`src/rtl/alarm_pkg.sv`:
```
// alarm_pkg: shared definitions for the four-zone alarm controller.
//   - alarm_state_e : state encoding presented on state_o
//   - ST_*          : the same encodings as plain logic constants for the FSM
//   - ZONES         : number of zone sensor inputs
//   - ENTRY_ZONE    : index of the entry-door zone (delayed alarm)
package alarm_pkg;

    localparam int ZONES      = 4;
    localparam int ENTRY_ZONE = 0;

    typedef enum logic [2:0] {
        DISARMED = 3'd0,
        EXIT     = 3'd1,
        ARMED    = 3'd2,
        ENTRY    = 3'd3,
        ALARM    = 3'd4
    } alarm_state_e;

    localparam logic [2:0] ST_DISARMED = 3'd0;
    localparam logic [2:0] ST_EXIT     = 3'd1;
    localparam logic [2:0] ST_ARMED    = 3'd2;
    localparam logic [2:0] ST_ENTRY    = 3'd3;
    localparam logic [2:0] ST_ALARM    = 3'd4;

endpackage

```
`src/rtl/alarm_sync2.sv`:
```
// alarm_sync2: two-flop synchroniser for asynchronous sensor inputs.
// Ports:
//   clk - sampling clock
//   rst - asynchronous reset, active-high (clears both stages)
//   d   - raw asynchronous input vector
//   q   - synchronised output, two cycles behind d
module alarm_sync2 #(
    parameter int WIDTH = 1
) (
    input  logic             clk,
    input  logic             rst,
    input  logic [WIDTH-1:0] d,
    output logic [WIDTH-1:0] q
);

    logic [WIDTH-1:0] meta;

    always_ff @(posedge clk or posedge rst) begin
        if (rst) begin
            meta <= '0;
            q    <= '0;
        end else begin
            meta <= d;
            q    <= meta;
        end
    end

endmodule

```
`src/rtl/alarm_controller.sv`:
```
// alarm_controller: arm/disarm sequencer for a four-zone alarm.
// Synchronises the zone sensors, applies per-zone bypass masking and runs the
// DISARMED -> EXIT -> ARMED -> ENTRY -> ALARM state machine with a shared
// down-counter for the exit delay, entry grace and siren duration.
// Optional build macro: ALARM_TAMPER_EN adds tamper_in / tamper_latched.
// Ports:
//   clk, rst        - clock, asynchronous active-high reset
//   arm_req         - arm request (honoured only in DISARMED)
//   disarm_req      - disarm request (beats every other event)
//   zone_in[3:0]    - raw sensors; bit0 entry door, bits 1-3 instant zones
//   zone_mask[3:0]  - 1 = zone bypassed
//   siren           - sounder drive, high in ALARM
//   armed           - high in ARMED, ENTRY and ALARM
//   state_o[2:0]    - current state encoding
//   zone_latched    - sticky record of zones that caused an alarm
//   tamper_in       - (ALARM_TAMPER_EN) raw unmaskable tamper loop
//   tamper_latched  - (ALARM_TAMPER_EN) sticky tamper record
module alarm_controller
    import alarm_pkg::*;
#(
    parameter int EXIT_CYCLES  = 16,
    parameter int ENTRY_CYCLES = 16,
    parameter int SIREN_CYCLES = 64,
    parameter int CNT_W        = 8
) (
    input  logic             clk,
    input  logic             rst,
    input  logic             arm_req,
    input  logic             disarm_req,
    input  logic [ZONES-1:0] zone_in,
    input  logic [ZONES-1:0] zone_mask,
`ifdef ALARM_TAMPER_EN
    input  logic             tamper_in,
    output logic             tamper_latched,
`endif
    output logic             siren,
    output logic             armed,
    output logic [2:0]       state_o,
    output logic [ZONES-1:0] zone_latched
);

    localparam logic [CNT_W-1:0] EXIT_LOAD  = CNT_W'(EXIT_CYCLES - 1);
    localparam logic [CNT_W-1:0] ENTRY_LOAD = CNT_W'(ENTRY_CYCLES - 1);
    localparam logic [CNT_W-1:0] SIREN_LOAD = CNT_W'(SIREN_CYCLES - 1);
    localparam logic [ZONES-1:0] ENTRY_BIT  = ZONES'(1) << ENTRY_ZONE;

`ifdef ALARM_TAMPER_EN
    localparam int SW = ZONES + 1;
    logic [SW-1:0] raw_in;
    assign raw_in = {tamper_in, zone_in};
`else
    localparam int SW = ZONES;
    logic [SW-1:0] raw_in;
    assign raw_in = zone_in;
`endif

    logic [SW-1:0]    sync_q;
    logic [ZONES-1:0] trip;
    logic             instant_trip;
    logic             entry_trip;

    alarm_sync2 #(
        .WIDTH (SW)
    ) u_sync (
        .clk (clk),
        .rst (rst),
        .d   (raw_in),
        .q   (sync_q)
    );

    assign trip         = sync_q[ZONES-1:0] & ~zone_mask;
    assign instant_trip = |(trip & ~ENTRY_BIT);
    assign entry_trip   = |(trip & ENTRY_BIT);

    logic [2:0]       state_q, state_d;
    logic [CNT_W-1:0] cnt_q, cnt_d;
    logic [ZONES-1:0] latched_q, latched_d;
    logic             siren_q, armed_q;
    logic             tl_q, tl_d;
    logic             cnt_zero;

    assign cnt_zero = (cnt_q == '0);

    always_comb begin
        state_d   = state_q;
        cnt_d     = cnt_zero ? cnt_q : cnt_q - CNT_W'(1);
        latched_d = latched_q;
        tl_d      = tl_q;

        case (state_q)
            ST_DISARMED: begin
                if (arm_req && !disarm_req) begin
                    state_d   = ST_EXIT;
                    cnt_d     = EXIT_LOAD;
                    latched_d = '0;
                    tl_d      = 1'b0;
                end
            end
            ST_EXIT: begin
                if (disarm_req) begin
                    state_d = ST_DISARMED;
                end else if (cnt_zero) begin
                    state_d = ST_ARMED;
                end
            end
            ST_ARMED: begin
                if (disarm_req) begin
                    state_d = ST_DISARMED;
                end else if (instant_trip) begin
                    state_d   = ST_ALARM;
                    cnt_d     = SIREN_LOAD;
                    latched_d = latched_q | trip;
                end else if (entry_trip) begin
                    state_d = ST_ENTRY;
                    cnt_d   = ENTRY_LOAD;
                end
            end
            ST_ENTRY: begin
                if (disarm_req) begin
                    state_d = ST_DISARMED;
                end else if (instant_trip) begin
                    state_d   = ST_ALARM;
                    cnt_d     = SIREN_LOAD;
                    latched_d = latched_q | trip;
                end else if (cnt_zero) begin
                    // Grace expired: blame the entry door.
                    state_d   = ST_ALARM;
                    cnt_d     = SIREN_LOAD;
                    latched_d = latched_q | ENTRY_BIT;
                end
            end
            ST_ALARM: begin
                if (disarm_req) begin
                    state_d = ST_DISARMED;
                end else begin
                    latched_d = latched_q | trip;
                    if (cnt_zero) begin
                        state_d = ST_ARMED;
                    end
                end
            end
            default: begin
                state_d = ST_DISARMED;
            end
        endcase

`ifdef ALARM_TAMPER_EN
        // Tamper overrides everything except disarm; an arm request in the
        // same cycle must not clear the zone record.
        if (!disarm_req && sync_q[ZONES]) begin
            tl_d = 1'b1;
            if (state_q != ST_ALARM) begin
                state_d = ST_ALARM;
                cnt_d   = SIREN_LOAD;
                if (state_q == ST_DISARMED) begin
                    latched_d = latched_q;
                end
            end
        end
`endif
    end

    always_ff @(posedge clk or posedge rst) begin
        if (rst) begin
            state_q   <= ST_DISARMED;
            cnt_q     <= '0;
            latched_q <= '0;
            tl_q      <= 1'b0;
            siren_q   <= 1'b0;
            armed_q   <= 1'b0;
        end else begin
            state_q   <= state_d;
            cnt_q     <= cnt_d;
            latched_q <= latched_d;
            tl_q      <= tl_d;
            siren_q   <= (state_d == ST_ALARM);
            armed_q   <= (state_d == ST_ARMED) || (state_d == ST_ENTRY) ||
                         (state_d == ST_ALARM);
        end
    end

    assign siren        = siren_q;
    assign armed        = armed_q;
    assign state_o      = state_q;
    assign zone_latched = latched_q;

`ifdef ALARM_TAMPER_EN
    assign tamper_latched = tl_q;
`else
    // Tamper record only exists in the tamper build.
    logic unused_tl;
    assign unused_tl = tl_q ^ tl_d;
`endif

endmodule

```
`config.mk`:
```
export PLATFORM = sky130hd
export DESIGN_NAME = alarm_controller
export DESIGN_NICKNAME = d
export VERILOG_FILES = /design/src/rtl/alarm_pkg.sv /design/src/rtl/alarm_sync2.sv /design/src/rtl/alarm_controller.sv
export SDC_FILE = /design/constraint.sdc
export NUM_CORES = 1
export LEC_CHECK = 0
export BUFFER_PORTS_ARGS = -buffer_cell sky130_fd_sc_hd__buf_4
export CAP_MARGIN = 20
export CORE_MARGIN = 5
export CORE_UTILIZATION = 40
export DETAILED_ROUTE_END_ITERATION = 10
export GPL_TIMING_DRIVEN = 0
export PLACE_DENSITY = 0.7
export SLEW_MARGIN = 20
export SYNTH_ARGS = -nofsm -noshare
export SYNTH_HDL_FRONTEND = slang
export SYNTH_HIERARCHICAL = 1
export SYNTH_SLANG_ARGS = --single-unit
```
`constraint.sdc`:
```
create_clock -name clk -period 6.3 [get_ports clk]
set_input_delay 0.315 -clock clk [delete_from_list [all_inputs] [get_ports clk]]
set_output_delay 0.315 -clock clk [all_outputs]
set_load 0.03 [all_outputs]
```
## Word level (Yosys, flattened, before mapping)

Index checks and enable logic that the tools add are counted.

- Flip-flop bits (word level): 25
- Input bits: 12
- Word-level logic and storage cells: 64

- Add/subtract/negate cells: 1
- Eq/ne operators: 14
- Muxes and demuxes: 27
- Bitwise operators: 3
- Reduce and logical (&&, ||, !) cells: 11

Operators by type and width:

| cell | number |
|---|---|
| 8-bit two-way mux | 8 |
| 3-bit two-way mux | 9 |
| 4-bit two-way mux | 6 |
| 8-bit one-hot mux with 3 select lines | 1 |
| 4-bit one-hot mux with 4 select lines | 1 |
| 7-bit AND reduction | 2 |
| 3-bit by 2-bit == test with 1-bit output (second input constant) | 4 |
| 2-bit != test (second input constant) | 6 |
| 3-bit one-hot mux with 4 select lines | 1 |
| 8-bit zero test | 1 |
| 8-bit by 1-bit subtractor with 8-bit output (second input constant) | 1 |
| 3-bit == test (second input constant) | 2 |
| 4-bit AND | 1 |
| 4-bit NOT | 1 |
| 4-bit bitwise OR | 1 |
| 4-bit nonzero test | 1 |
| 3-bit by 1-bit == test with 1-bit output (second input constant) | 1 |
| 3-bit zero test | 1 |
| 3-bit != test (second input constant) | 1 |
| 3-bit OR reduction | 1 |
| 1-bit logical OR | 2 |
| 2-bit OR reduction | 1 |
| 1-bit logical AND | 1 |
| 1-bit zero test | 1 |
| 1-bit two-way mux | 1 |

## Longest topological paths before layout

Gate-level depths: netlist (run 1).

- Word-level depth: 9
- Depth in mapped cells: 10
- Mapped depth without buffers: 10

## Hierarchy

The synthesis (run 1) kept the hierarchy.

By module, submodules not included:

| module | instances | cells an instance | area each (µm²) | seq. area each (µm²) |
|---|---|---|---|---|
| alarm_controller | 1 | 130 | 1121.1 | 425.4 |
| alarm_sync2 | 1 | 9 | 203.9 | 200.2 |

## Worst setup path after synthesis (run 1)

No wires, ideal clock.

- Kind: register -> register
- Start: register cnt_q[0]
- End: register cnt_q[0]
- Setup time: 0.137 ns
- Arrival time: 1.989 ns
- Required time: 6.163 ns
- Setup slack: 4.175 ns
- Stages on the path, launching flop included: 11
- Buffers on the path: 0
- Clock period less this slack: 2.125 ns
- Cells stage by stage: dfrtp_1 inv_1 ha_1 or3b_4 nor2_4 inv_2 ha_1 nand2_1 a21oi_1 a221oi_1 o32ai_1

- Word-level cells in the longest chain between the ends: 6

Ends and longest elaborated chain:

| item | line | text |
|---|---|---|
| start, declared | alarm_controller.sv:76 | `logic [CNT_W-1:0] cnt_q, cnt_d;` |
| start signal, assigned | alarm_controller.sv:173 | `cnt_q <= cnt_d;` |
| 8-bit by 1-bit subtractor with 8-bit output / 8-bit zero test (equally long branches) | alarm_controller.sv:86, alarm_controller.sv:82 |  |
| 8-bit two-way mux | alarm_controller.sv:86 | `cnt_d = cnt_zero ? cnt_q : cnt_q - CNT_W'(1);` |
| 8-bit two-way mux (on tied branches) | alarm_controller.sv:125, alarm_controller.sv:113 |  |
| 8-bit two-way mux (on tied branches) | alarm_controller.sv:121, alarm_controller.sv:109 |  |
| 8-bit two-way mux (on tied branches) | alarm_controller.sv:119, alarm_controller.sv:107 |  |
| 8-bit one-hot mux with 3 select lines (*) | alarm_controller.sv:90 | `case (state_q)` |
| via cnt_d[0] | alarm_controller.sv:76 |  |

Mark *: on every way through the listed nets, which the timed path passes. The rest lies on a longest branch.
A chain may end at the register's enable or synchronous reset.

## Final worst setup path (run 1)

Same ends and word-level chain as after synthesis.

==> results of run 1 <==
==> what timing repair did <==
| item | 4_1_cts | 5_1_grt |
|---|---|---|
| setup endpoints to repair | 0 | 0 |
| hold endpoints to repair | 8 | 0 |
| hold buffers | 1 | 0 |
| setup buffers | 0 | 0 |
| resized for setup | 0 | 0 |
==> flip-flops by register name (all words and copies together), names as in the netlist <==
register and cells:
u_sync/q 4, armed 1, siren 1, u_sync/meta 4, state_o 3, cnt_q 8, zone_latched 4
==> cell type report <==
cell class | count | area [sq um] | area share [%]
Multi-Input combinational cell | 99 | 634.4 | 40.40
Sequential cell | 25 | 625.6 | 39.84
Timing Repair Buffer | 21 | 160.2 | 10.20
Tap cell | 44 | 55.05 | 3.506
Inverter | 10 | 37.54 | 2.390
Buffer | 5 | 27.53 | 1.753
Clock buffer | 3 | 22.52 | 1.434
Clock inverter | 1 | 7.507 | 0.4781
==> power by group through the flow <==
stage | clock (mW) | combinational [mW] | sequential [mW]
floorplan | 0 | 0.0996 | 0.216
global placement | 0 | 0.136 | 0.212
detailed placement | 0 | 0.140 | 0.214
CTS | 0.0761 | 0.141 | 0.211
global route | 0.0842 | 0.158 | 0.215
finish | 0.0743 | 0.141 | 0.211
==> metal layers <==
metal	up-vias	GRT usage, %	wire length [microns]
met5	-	0	0
met1	526	17.65	1260
met4	0	5.823	76
met2	32	25.39	1415
met3	9	1.830	102
li1	544	-	-
==> through the flow <==
stage / setup slack [ns] / hold slack, ns / std cells / area, sq um
after floorplan: 4.175 / 0.1307 / 139 / 1325
after global placement: 4.051 / 0.2710 / 203 / 1530
after detailed placement: 3.983 / 0.2879 / 203 / 1530
after CTS: 3.955 / 0.07574 / 208 / 1570
after global routing: 3.780 / 0.05690 / 208 / 1570
final: 3.949 / 0.08052 / 208 / 1570
==> how the worst max path moves through the flow <==
stage / end / from / slack, ns
5_1_grt: cnt_q[0] / cnt_q[0] / 3.78
3_3_place_gp: cnt_q[0] / cnt_q[0] / 4.05
4_1_cts: cnt_q[0] / cnt_q[0] / 3.96
3_5_place_dp: cnt_q[0] / cnt_q[0] / 3.98
2_1_floorplan: cnt_q[0] / cnt_q[0] / 4.17
6_report: cnt_q[0] / cnt_q[0] / 3.95
==> cell usage in the layout (no fill, tap or decap), types with 2 or more instances in the layout <==
cell / netlist / final
sky130_fd_sc_hd__nor2_1: 18 / 18
sky130_fd_sc_hd__buf_4: 0 / 20
sky130_fd_sc_hd__o21ai_1: 5 / 5
sky130_fd_sc_hd__inv_1: 9 / 9
sky130_fd_sc_hd__xor2_1: 2 / 2
sky130_fd_sc_hd__nand2_1: 5 / 5
sky130_fd_sc_hd__nand3b_1: 2 / 2
sky130_fd_sc_hd__clkbuf_1: 3 / 3
sky130_fd_sc_hd__a21oi_1: 15 / 15
sky130_fd_sc_hd__a31oi_1: 2 / 2
sky130_fd_sc_hd__dfrtp_1: 25 / 25
sky130_fd_sc_hd__nand2b_1: 4 / 4
sky130_fd_sc_hd__nor3_1: 5 / 5
sky130_fd_sc_hd__clkbuf_4: 0 / 3
sky130_fd_sc_hd__nand3_1: 3 / 3
sky130_fd_sc_hd__ha_1: 3 / 3
sky130_fd_sc_hd__or2b_2: 3 / 3
sky130_fd_sc_hd__a211oi_1: 2 / 2
sky130_fd_sc_hd__o31ai_1: 3 / 3
sky130_fd_sc_hd__o21ai_0: 2 / 2
sky130_fd_sc_hd__mux2i_1: 3 / 3
==> worst reg2reg max path: stages (launching register included) <==
cell,delay (ns)
sky130_fd_sc_hd__dfrtp_1,0.43
sky130_fd_sc_hd__inv_1,0.09
sky130_fd_sc_hd__ha_1,0.19
sky130_fd_sc_hd__or3b_4,0.44
sky130_fd_sc_hd__nor2_4,0.15
sky130_fd_sc_hd__inv_2,0.07
sky130_fd_sc_hd__ha_1,0.33
sky130_fd_sc_hd__nand2_1,0.10
sky130_fd_sc_hd__a21oi_1,0.07
sky130_fd_sc_hd__a221oi_1,0.23
sky130_fd_sc_hd__o32ai_1,0.13
==> logic make-up (layout without fill, tap and decap cells) <==
logic type	count (synthesis)	count (layout)
xor gates and xnor gates	3	3
DFF	25	25
and+or+nand+nor	52	52
AOI/OAI and AO/OA	38	38
buffers and inverters	15	40
muxes	3	3
adders and majority gates	3	3
==> insert_results.sql, run 1 <==
INSERT INTO impl_metrics (metric_group, metric, value, unit) VALUES
('clock_tree', 'clockRootBuffer', 'sky130_fd_sc_hd__clkbuf_4', ''),
('synthesis', 'yosys-mux-area-fraction', '2.266', '%'),
('synthesis', 'post_synth_fa_ha_maj_area_fraction', '2.833', '%'),
('setup_path', 'source_of_the_worst_register_to_register_timing_path', 'cnt_q[0]', ''),
('cells_and_area', 'post_route_cells_drive_above_1_share', '21.95', '%'),
('die', 'die_width', '67.56', 'microns'),
('clock_tree', 'clkSinkCount', '25', ''),
('pwr', 'report.power.total', '0.4266', 'mW'),
('pwr', 'power.leakage', '0.7063', 'nW'),
('pwr', 'power.share.clock', '17.4', '%'),
('clock_tree', 'worst_skew_pair.late_latency', '0.33', 'ns'),
('clock_tree', 'clock_tree.htree_level_count', '1', ''),
('cells_and_area', 'final.fill_count', '302', ''),
('cells_and_area', 'post-route-util', '50.60', '%'),
('clock_tree', 'cts_tree', 'built', ''),
('synthesis', 'synth_fp_nets', '154', ''),
('timing', 'clock_skew', '0.002338', 'ns'),
('global_route', 'grt_resource_usage_total', '14.42', '%'),
('synthesis', 'synth-compound-area-share', '17.85', '%'),
('placement', 'io_buffers', '20', ''),
('global_route', 'overflow_left_after_global_routing', '0', ''),
('clock_tree', 'worst_setup_hold_path_clk_slew', '0.13', 'ns'),
('timing', 'fmax', '425.4', 'MHz'),
('detailed_routing', 'drt-total-wl', '2.855', 'mm'),
('setup_path', 'cpPeakStageDelay', '0.44', 'ns'),
('synthesis', 'ys_ff_latch', '25', ''),
('setup_path', 'reg2regPathDepth', '10', ''),
('detailed_routing', 'drc', '0', ''),
('pwr', 'worst_ir_drop_on_vdd', '147.4', 'uV'),
('global_route', 'antenna_found_initial', '0', ''),
('die', 'num_rows', '20', ''),
('cells_and_area', 'design.final.nets', '180', ''),
('clock_tree', 'clk_path_buf_depth', '2', ''),
('synthesis', 'yosys.cell_types.count', '44', ''),
('global_route', 'first_global_vias', '1188', ''),
('detailed_routing', 'drt-initial-drc-count', '55', ''),
('pwr', 'comb_power_share', '33.0', '%'),
('synthesis', 'synth-simple-area-share', '22.95', '%'),
('timing', 'timing.final.hold_violations', '0', ''),
('run_status', 'outcome', 'finished clean', ''),
('synthesis', 'most_common_cell_in_the_netlist', 'sky130_fd_sc_hd__dfrtp_1', ''),
('synthesis', 'synthFlopType', 'sky130_fd_sc_hd__dfrtp_1', ''),
('synthesis', 'post_synth_xor_area_fraction', '1.983', '%'),
('timing', 'grt_setup_unrepaired', 'false', ''),
('timing', 'period_minus_ws_final', '2.351', 'ns'),
('worst_hold_path', 'worst_hold_endpoint', 'u_sync/meta[3]', ''),
('setup_path', 'critPathBufInv', '2', ''),
('setup_path', 'crit-reg2reg-capture', 'cnt_q[0]', ''),
('setup_path', 'path_max_fanout', '5', ''),
('global_route', 'grt_first_pass_wirelength', '4.995', 'mm'),
('die', 'chipHeight', '67.56', 'microns'),
('synthesis', 'sequential_to_total_area_share_from_yosys_stat', '47.21', '%'),
('timing', 'slew_hr', '57.76', '%'),
('die', 'placeableCoreArea', '3103', 'sq um'),
('clock_tree', 'cts_made_buffers', '3', ''),
('die', 'floorplan.die_area', '4564', 'sq um'),
('placement', 'gp_congestion', '0.8022', ''),
('synthesis', 'async_reset_ff_share', '100.0', '%'),
('synthesis', 'synthesized_netlist_cell_count', '139', ''),
('pwr', 'power.share.switching', '36.53', '%'),
('synthesis', 'synthTopCellsByCount', '25 x sky130_fd_sc_hd__dfrtp_1, 18 x sky130_fd_sc_hd__nor2_1, 15 x sky130_fd_sc_hd__a21oi_1', ''),
('detailed_routing', 'via_count_of_the_routed_design', '1111', ''),
('pwr', 'switchingPower', '0.1558', 'mW'),
('setup_path', 'cpMaxStageDelayCell', 'sky130_fd_sc_hd__or3b_4', ''),
('synthesis', 'synth.avg_cell_area', '9.533', 'sq um'),
('synthesis', 'yosys_warnings', '6', ''),
('global_route', 'grt_max_degree', '18', ''),
('placement', 'hpwlAfterDp', '2.237', 'mm'),
('pwr', 'power.sequential.fraction', '49.5', '%'),
('timing', 'finalSetupTns', '0', 'ns'),
('setup_path', 'timing.critical_path.depth', '10', '');
(Power assumes the default switching activity.)
==> inputs of run 2 (changes only) <==
==> constraint.sdc (replaced) <==
create_clock -name clk -period 2.35 [get_ports clk]
set_input_delay 0.1175 -clock clk [delete_from_list [all_inputs] [get_ports clk]]
set_output_delay 0.1175 -clock clk [all_outputs]
set_load 0.03 [all_outputs]
==> run 2 against run 1 <==
- global-route usage increased by 0.39 points
- power grew to 2.8 times the previous value
- flip-flop and latch count unchanged
- register-to-register slack got worse by 3.8 ns
- worst hold slack improved by 0.027 ns
- critical endpoint unchanged
- largest power group unchanged
==> insert_results.sql, run 2 (synthesis gave the netlist of run 1 again) <==
INSERT INTO impl_metrics (metric_group, metric, value, unit) VALUES
('placement', 'place_worst_setup_slack', '0.03337', 'ns'),
('cells_and_area', 'largest-register', 'cnt_q', ''),
('setup_path', 'cpPeakStageDelay', '0.44', 'ns'),
('clock_tree', 'clock_tree.htree_level_count', '1', ''),
('timing', 'setup_ws_final', '0.1527', 'ns'),
('setup_path', 'worst-endpoint-arrival', '2.41', 'ns'),
('detailed_routing', 'drt-total-wl', '2.925', 'mm'),
('die', 'num_rows', '20', ''),
('setup_path', 'reg2regPathDepth', '10', ''),
('pwr', 'cell_internal_pwr', '0.7631', 'mW'),
('setup_path', 'timing.critical_path.max_delay_family', 'simple AND/OR/NAND/NOR gates', ''),
('cells_and_area', 'flow.area_growth_from_synthesis', '24.17', '%'),
('clock_tree', 'clkSinkCount', '25', ''),
('timing', 'slew_violations', '0', ''),
('detailed_routing', 'vias_per_cell', '5.209', ''),
('timing', 'timing.final.hold_violations', '0', ''),
('cells_and_area', 'layout_common_cells', '25 x sky130_fd_sc_hd__dfrtp_1, 23 x sky130_fd_sc_hd__buf_4, 18 x sky130_fd_sc_hd__nor2_1', ''),
('setup_path', 'crit_path_start_kind', 'register', ''),
('die', 'start_util', '42.70', '%'),
('global_route', 'grt_max_degree', '18', ''),
('die', 'die_width', '67.56', 'microns'),
('detailed_routing', 'drt-initial-drc-count', '45', ''),
('setup_path', 'crit_required', '2.56', 'ns'),
('die', 'chipHeight', '67.56', 'microns'),
('global_route', 'antenna_found_initial', '0', ''),
('clock_tree', 'cts_made_buffers', '3', ''),
('timing', 'grt_setup_unrepaired', 'false', ''),
('timing', 'period_minus_ws_final', '2.197', 'ns'),
('setup_path', 'timing.critical_path.cells', 'inv_1 > ha_1 > or3b_4 > nor2_4 > inv_2 > ha_4 > nand2_1 > a21oi_1 > a221oi_1 > o32ai_1', ''),
('pwr', 'power.share.clock', '16.4', '%'),
('global_route', 'overflow_left_after_global_routing', '0', ''),
('pwr', 'p_per_area', '723.4', 'nW/um^2'),
('die', 'design.portCount', '21', ''),
('setup_path', 'timing.critical_path.depth', '10', ''),
('global_route', 'first_global_vias', '1223', ''),
('timing', 'fin_hold_ws', '0.1075', 'ns'),
('global_route', 'grt_resource_usage_total', '14.80', '%'),
('clock_tree', 'clk_path_buf_depth', '2', ''),
('run_status', 'outcome', 'finished clean', ''),
('setup_path', 'path_max_fanout', '5', ''),
('setup_path', 'critPathBufInv', '2', ''),
('detailed_routing', 'drc', '0', ''),
('timing', 'clock_skew', '0.003701', 'ns'),
('pwr', 'switchingPower', '0.4272', 'mW'),
('detailed_routing', 'antenna_left', '0', ''),
('pwr', 'power.leakage', '0.7390', 'nW'),
('detailed_routing', 'dr.pass1.iters', '4', ''),
('pwr', 'worst_ir_drop_on_vdd', '406.6', 'uV'),
('timing', 'setup_viol_count_final', '0', ''),
('cells_and_area', 'layout_commonest_cell', 'sky130_fd_sc_hd__dfrtp_1', ''),
('setup_path', 'setup.worst_path.class', 'register to register', ''),
('detailed_routing', 'routed_wire_per_std_cell', '13.60', 'microns'),
('pwr', 'power.share.switching', '35.89', '%'),
('placement', 'hpwlAfterDp', '2.237', 'mm'),
('detailed_routing', 'via_count_of_the_routed_design', '1120', ''),
('timing', 'period_share', '93.50', '%'),
('run', 'max_cap_viol_count', '0', ''),
('timing', 'worst_slew_pin_slew', '0.6357', 'ns'),
('clock_tree', 'clockRootBuffer', 'sky130_fd_sc_hd__clkbuf_4', ''),
('clock_tree', 'cts_tree', 'built', ''),
('cells_and_area', 'post_route_cells_drive_above_1_share', '23.39', '%'),
('cells_and_area', 'antennaDiodeCount', '0', ''),
('timing', 'fmax', '455.1', 'MHz'),
('placement', 'gp_congestion', '0.8022', ''),
('timing', 'slew_hr', '57.57', '%'),
('cells_and_area', 'finalInstanceArea', '1645', 'sq um'),
('timing', 'finalSetupTns', '0', 'ns'),
('global_route', 'grt_first_pass_wirelength', '5.154', 'mm'),
('setup_path', 'timing.critical_path.to_type', 'register', ''),
('clock_tree', 'worst_skew_pair.late_latency', '0.32', 'ns'),
('pwr', 'power.sequential.fraction', '47.5', '%'),
('placement', 'io_buffers', '20', ''),
('worst_hold_path', 'min_delay_path_depth', '3', ''),
('cells_and_area', 'design.final.nets', '187', ''),
('setup_path', 'cpMaxStageDelayCell', 'sky130_fd_sc_hd__or3b_4', ''),
('clock_tree', 'worst_setup_hold_path_clk_slew', '0.14', 'ns'),
('cells_and_area', 'largest_reg_flops', '8', ''),
('worst_hold_path', 'hold_class', 'primary input to register', ''),
('cells_and_area', 'final.fill_count', '293', ''),
('pwr', 'comb_power_share', '36.1', '%'),
('die', 'floorplan.die_area', '4564', 'sq um'),
('die', 'placeableCoreArea', '3103', 'sq um'),
('placement', 'detailed_place.area', '1530', 'sq um');
==> run 2: power by group through the flow <==
stage                     logic (mW)  clock network (mW)  registers, mW
after floorplan                0.267                   0          0.580
after global placement         0.364                   0          0.567
after detailed placement       0.374                   0          0.575
after CTS                      0.383               0.204          0.566
after global routing           0.478               0.226          0.574
final                          0.429               0.196          0.565
==> run 2: path summary, 6_finish.rpt <==
kind                                startpoint         endpoint  slack [ns]
worst max-delay path                  cnt_q[0]         cnt_q[0]        0.15
max in group asynchronous                  rst            armed        1.51
worst min register to register  u_sync/meta[0]      u_sync/q[0]        0.37
min in group asynchronous                  rst   u_sync/meta[2]        0.28
worst max register to register        cnt_q[0]         cnt_q[0]        0.15
worst min-delay path              zone_mask[0]  zone_latched[0]        0.11
==> run 2: layout make-up <==
type,instances,area [sq um],share of cell area [%]
sequential,25,625.6,38.02
clock buffer,3,22.52,1.369
multi-input combinational,99,646.9,39.32
clock inverter,1,7.507,0.4563
buffer,5,27.53,1.673
inverter,10,37.54,2.281
timing repair buffer,28,222.7,13.54
tap,44,55.05,3.346
==> run 2: timing repair <==
item | CTS | global route
gates resized for setup | 0 | 1
hold buffers | 5 | 0
setup buffers | 0 | 3
setup endpoints to repair | 0 | 1
endpoints found under the hold margin | 29 | 0
==> run 2: per-stage QoR <==
stage / power, mW / cells / utilization (%)
finish: 1.190 / 215 / 53.02
CTS: 1.153 / 212 / 51.90
global placement: 0.9314 / 203 / 49.31
global route: 1.278 / 215 / 53.02
floorplan: 0.8467 / 139 / -
detailed placement: 0.9489 / 203 / 49.31
==> run 2: layer usage <==
layer  vias up  global-route usage (%)  part of all wire, %  wire [microns]
met1       535                   17.96                   43            1262
met4         0                   5.570                  2.2              63
met3         7                   1.664                  2.6              75
met2        22                   26.61                   52            1523
li1        556                       -                    -               -
met5         -                       0                    0               0
==> run 2: worst reg2reg max path, stage by stage, from the launching register on <==
cell	delay [ns]
sky130_fd_sc_hd__dfrtp_1	0.43
sky130_fd_sc_hd__inv_1	0.09
sky130_fd_sc_hd__ha_1	0.19
sky130_fd_sc_hd__or3b_4	0.44
sky130_fd_sc_hd__nor2_4	0.15
sky130_fd_sc_hd__inv_2	0.07
sky130_fd_sc_hd__ha_4	0.23
sky130_fd_sc_hd__nand2_1	0.07
sky130_fd_sc_hd__a21oi_1	0.07
sky130_fd_sc_hd__a221oi_1	0.23
sky130_fd_sc_hd__o32ai_1	0.11
==> inputs of run 3 (changes only) <==
--- a/config.mk
+++ b/config.mk
@@ -11,7 +11,7 @@
 export CORE_UTILIZATION = 40
 export DETAILED_ROUTE_END_ITERATION = 10
 export GPL_TIMING_DRIVEN = 0
-export PLACE_DENSITY = 0.7
+export PLACE_DENSITY = 0.72
 export SLEW_MARGIN = 20
 export SYNTH_ARGS = -nofsm -noshare
 export SYNTH_HDL_FRONTEND = slang
==> constraint.sdc (replaced) <==
create_clock -name clk -period 2 [get_ports clk]
set_input_delay 0.1 -clock clk [delete_from_list [all_inputs] [get_ports clk]]
set_output_delay 0.1 -clock clk [all_outputs]
set_load 0.03 [all_outputs]
==> run 3 against run 2 <==
- the run now ends with negative setup slack left
- power up 33%
- critical path depth did not move
- sequential power increased by 15%
- combinational power up 65%
- register-to-register slack worse by 0.23 ns
- critical endpoint unchanged
- sequential share of layout area shrank 2.9 points
- die area stayed put
- largest power group is now combinational cells
==> insert_results.sql, run 3 (synthesis gave the netlist of run 1 again) <==
INSERT INTO impl_metrics (metric_group, metric, value, unit) VALUES
('cells_and_area', 'post-route-util', '57.34', '%'),
('run_status', 'outcome', 'finished, violations left', ''),
('pwr', 'report.power.total', '1.585', 'mW'),
('cells_and_area', 'antennaDiodeCount', '0', ''),
('cells_and_area', 'layout_common_cells', '33 x sky130_fd_sc_hd__buf_4, 25 x sky130_fd_sc_hd__dfrtp_1, 18 x sky130_fd_sc_hd__nor2_1', ''),
('global_route', 'antenna_found_initial', '0', ''),
('clock_tree', 'clockRootBuffer', 'sky130_fd_sc_hd__clkbuf_4', ''),
('run_status', 'violated_checks', 'negative setup slack', ''),
('cells_and_area', 'post_route_cells_drive_above_1_share', '32.97', '%'),
('clock_tree', 'clock_tree.htree_level_count', '1', ''),
('global_route', 'grt_max_degree', '18', ''),
('die', 'num_rows', '20', ''),
('global_route', 'overflow_left_after_global_routing', '0', ''),
('timing', 'period_minus_ws_final', '2.074', 'ns'),
('detailed_routing', 'drc', '0', ''),
('clock_tree', 'worst_skew_pair.late_latency', '0.33', 'ns'),
('setup_path', 'endpoint', 'cnt_q[0]', ''),
('die', 'chipHeight', '67.56', 'microns'),
('timing', 'slew_hr', '55.94', '%'),
('clock_tree', 'clk_path_buf_depth', '2', ''),
('cells_and_area', 'design.final.nets', '198', ''),
('global_route', 'first_global_vias', '1233', ''),
('placement', 'detailed_place.area', '1543', 'sq um'),
('timing', 'grt_setup_unrepaired', 'true', ''),
('setup_path', 'crit_path_start', 'cnt_q[0]', ''),
('clock_tree', 'cts_tree', 'built', ''),
('timing', 'setup_viol_count_final', '1', ''),
('cells_and_area', 'largest-register', 'cnt_q', ''),
('setup_path', 'r2r_slack', '-0.07', 'ns'),
('worst_hold_path', 'hold_class', 'primary input to register', ''),
('placement', 'hpwlAfterDp', '2.202', 'mm'),
('timing', 'clock_skew', '0.007540', 'ns'),
('detailed_routing', 'routed_wire_per_std_cell', '14.42', 'microns'),
('die', 'floorplan.die_area', '4564', 'sq um'),
('detailed_routing', 'dr.pass1.iters', '4', ''),
('setup_path', 'worst-endpoint-arrival', '2.30', 'ns'),
('placement', 'gp_congestion', '0.8284', ''),
('global_route', 'grt_first_pass_wirelength', '5.430', 'mm'),
('timing', 'fmax', '482.2', 'MHz'),
('timing', 'setup_ws_final', '-0.07377', 'ns'),
('cells_and_area', 'flow.area_growth_from_synthesis', '34.28', '%'),
('timing', 'timing.final.hold_violations', '0', ''),
('cells_and_area', 'layout_commonest_cell', 'sky130_fd_sc_hd__buf_4', ''),
('timing', 'period_share', '103.7', '%'),
('clock_tree', 'clkSinkCount', '25', ''),
('setup_path', 'timing.critical_path.to_type', 'register', ''),
('placement', 'place_worst_setup_slack', '-0.2287', 'ns'),
('setup_path', 'source_of_the_worst_register_to_register_timing_path', 'cnt_q[0]', ''),
('die', 'start_util', '42.70', '%'),
('pwr', 'power.leakage', '0.8009', 'nW'),
('cells_and_area', 'largest_reg_flops', '8', ''),
('detailed_routing', 'drt-initial-drc-count', '64', ''),
('die', 'design.portCount', '21', ''),
('setup_path', 'crit_path_start_kind', 'register', ''),
('detailed_routing', 'met2WireLength', '1.668', 'mm'),
('run', 'max_cap_viol_count', '0', ''),
('clock_tree', 'worst_setup_hold_path_clk_slew', '0.13', 'ns'),
('die', 'placeableCoreArea', '3103', 'sq um'),
('detailed_routing', 'antenna_left', '0', ''),
('clock_tree', 'cts_made_buffers', '3', ''),
('setup_path', 'path_max_fanout', '2', ''),
('detailed_routing', 'dr_wl_met3', '164', 'microns'),
('placement', 'cell_count_after_placement', '203', ''),
('die', 'die_width', '67.56', 'microns'),
('setup_path', 'setup.worst_path.class', 'register to register', ''),
('detailed_routing', 'via_count_of_the_routed_design', '1210', ''),
('setup_path', 'crit-reg2reg-capture', 'cnt_q[0]', ''),
('placement', 'io_buffers', '20', ''),
('timing', 'slew_violations', '0', ''),
('detailed_routing', 'top_layer_used', 'met4', ''),
('pwr', 'worst_ir_drop_on_vdd', '489.6', 'uV'),
('global_route', 'grt_resource_usage_total', '15.85', '%'),
('pwr', 'p_per_area', '891.0', 'nW/um^2'),
('setup_path', 'crit_required', '2.22', 'ns'),
('cells_and_area', 'stdcell_count', '226', ''),
('detailed_routing', 'drt-total-wl', '3.258', 'mm'),
('setup_path', 'reg2regPathDepth', '10', ''),
('detailed_routing', 'vias_per_cell', '5.354', ''),
('detailed_routing', 'wirelength_met1', '1.341', 'mm'),
('timing', 'worst_slew_pin_slew', '0.6602', 'ns'),
('cells_and_area', 'finalInstanceArea', '1779', 'sq um');
run 3: how the worst min path moves through the flow:
| stage | from | endpoint | slack [ns] | depth (start not counted) |
|---|---|---|---|---|
| floorplan | rst | u_sync/meta[0] | -0.08 | 1 |
| global placement | rst | u_sync/meta[0] | 0.06 | 2 |
| detailed placement | rst | u_sync/meta[2] | 0.07 | 2 |
| CTS | zone_mask[0] | zone_latched[0] | 0.08 | 3 |
| global route | zone_mask[0] | zone_latched[0] | 0.09 | 3 |
| finish | zone_mask[0] | zone_latched[0] | 0.08 | 3 |
run 3: worst max-delay path, stage by stage (launching register included):
cell	delay (ns)
sky130_fd_sc_hd__dfrtp_1	0.42
sky130_fd_sc_hd__inv_2	0.09
sky130_fd_sc_hd__ha_4	0.13
sky130_fd_sc_hd__or3b_4	0.40
sky130_fd_sc_hd__nor2_4	0.13
sky130_fd_sc_hd__inv_2	0.06
sky130_fd_sc_hd__ha_4	0.22
sky130_fd_sc_hd__nand2_2	0.07
sky130_fd_sc_hd__a21oi_2	0.06
sky130_fd_sc_hd__a221oi_2	0.26
sky130_fd_sc_hd__o32ai_2	0.12
run 3: report_power, final:
part	switching (mW)	internal, mW	total (mW)
combinational	0.350	0.358	0.707
sequential	0.0627	0.584	0.647
clock	0.155	0.0754	0.231
total	0.568	1.02	1.59
run 3: stage by stage:
| stage | TNS [ns] | hold WS [ns] |
|---|---|---|
| after global placement | -0.1996 | 0.05523 |
| after detailed placement | -0.2287 | 0.06898 |
| final | -0.07377 | 0.08169 |
| after global routing | -0.1370 | 0.08571 |
| after CTS | -0.01979 | 0.07612 |
| after floorplan | -0.07163 | -0.08434 |
run 3: per-layer routing:
metal,up-vias,GRT usage (%)
met2,44,26.97
met3,11,2.496
li1,575,-
met4,0,7.342
met1,580,19.54
met5,-,0
run 3: layout make-up:
class | count | area [sq um]
plain buffers | 5 | 27.53
clock buffers | 3 | 22.52
clock inverters | 1 | 5.005
fillers | 270 | 1324
inverters | 10 | 37.54
multi-input cells | 99 | 696.9
flip-flops and latches | 25 | 625.6
well taps | 44 | 55.05
repair buffers | 39 | 309.0
run 3: timing repair:
| action | CTS | global route |
|---|---|---|
| hold endpoints to repair | 29 | 0 |
| gates resized for setup | 6 | 6 |
| hold buffers | 5 | 0 |
| buffers inserted | 13 | 1 |
| setup endpoints to repair | 1 | 1 |
| pin swaps | 7 | 5 |
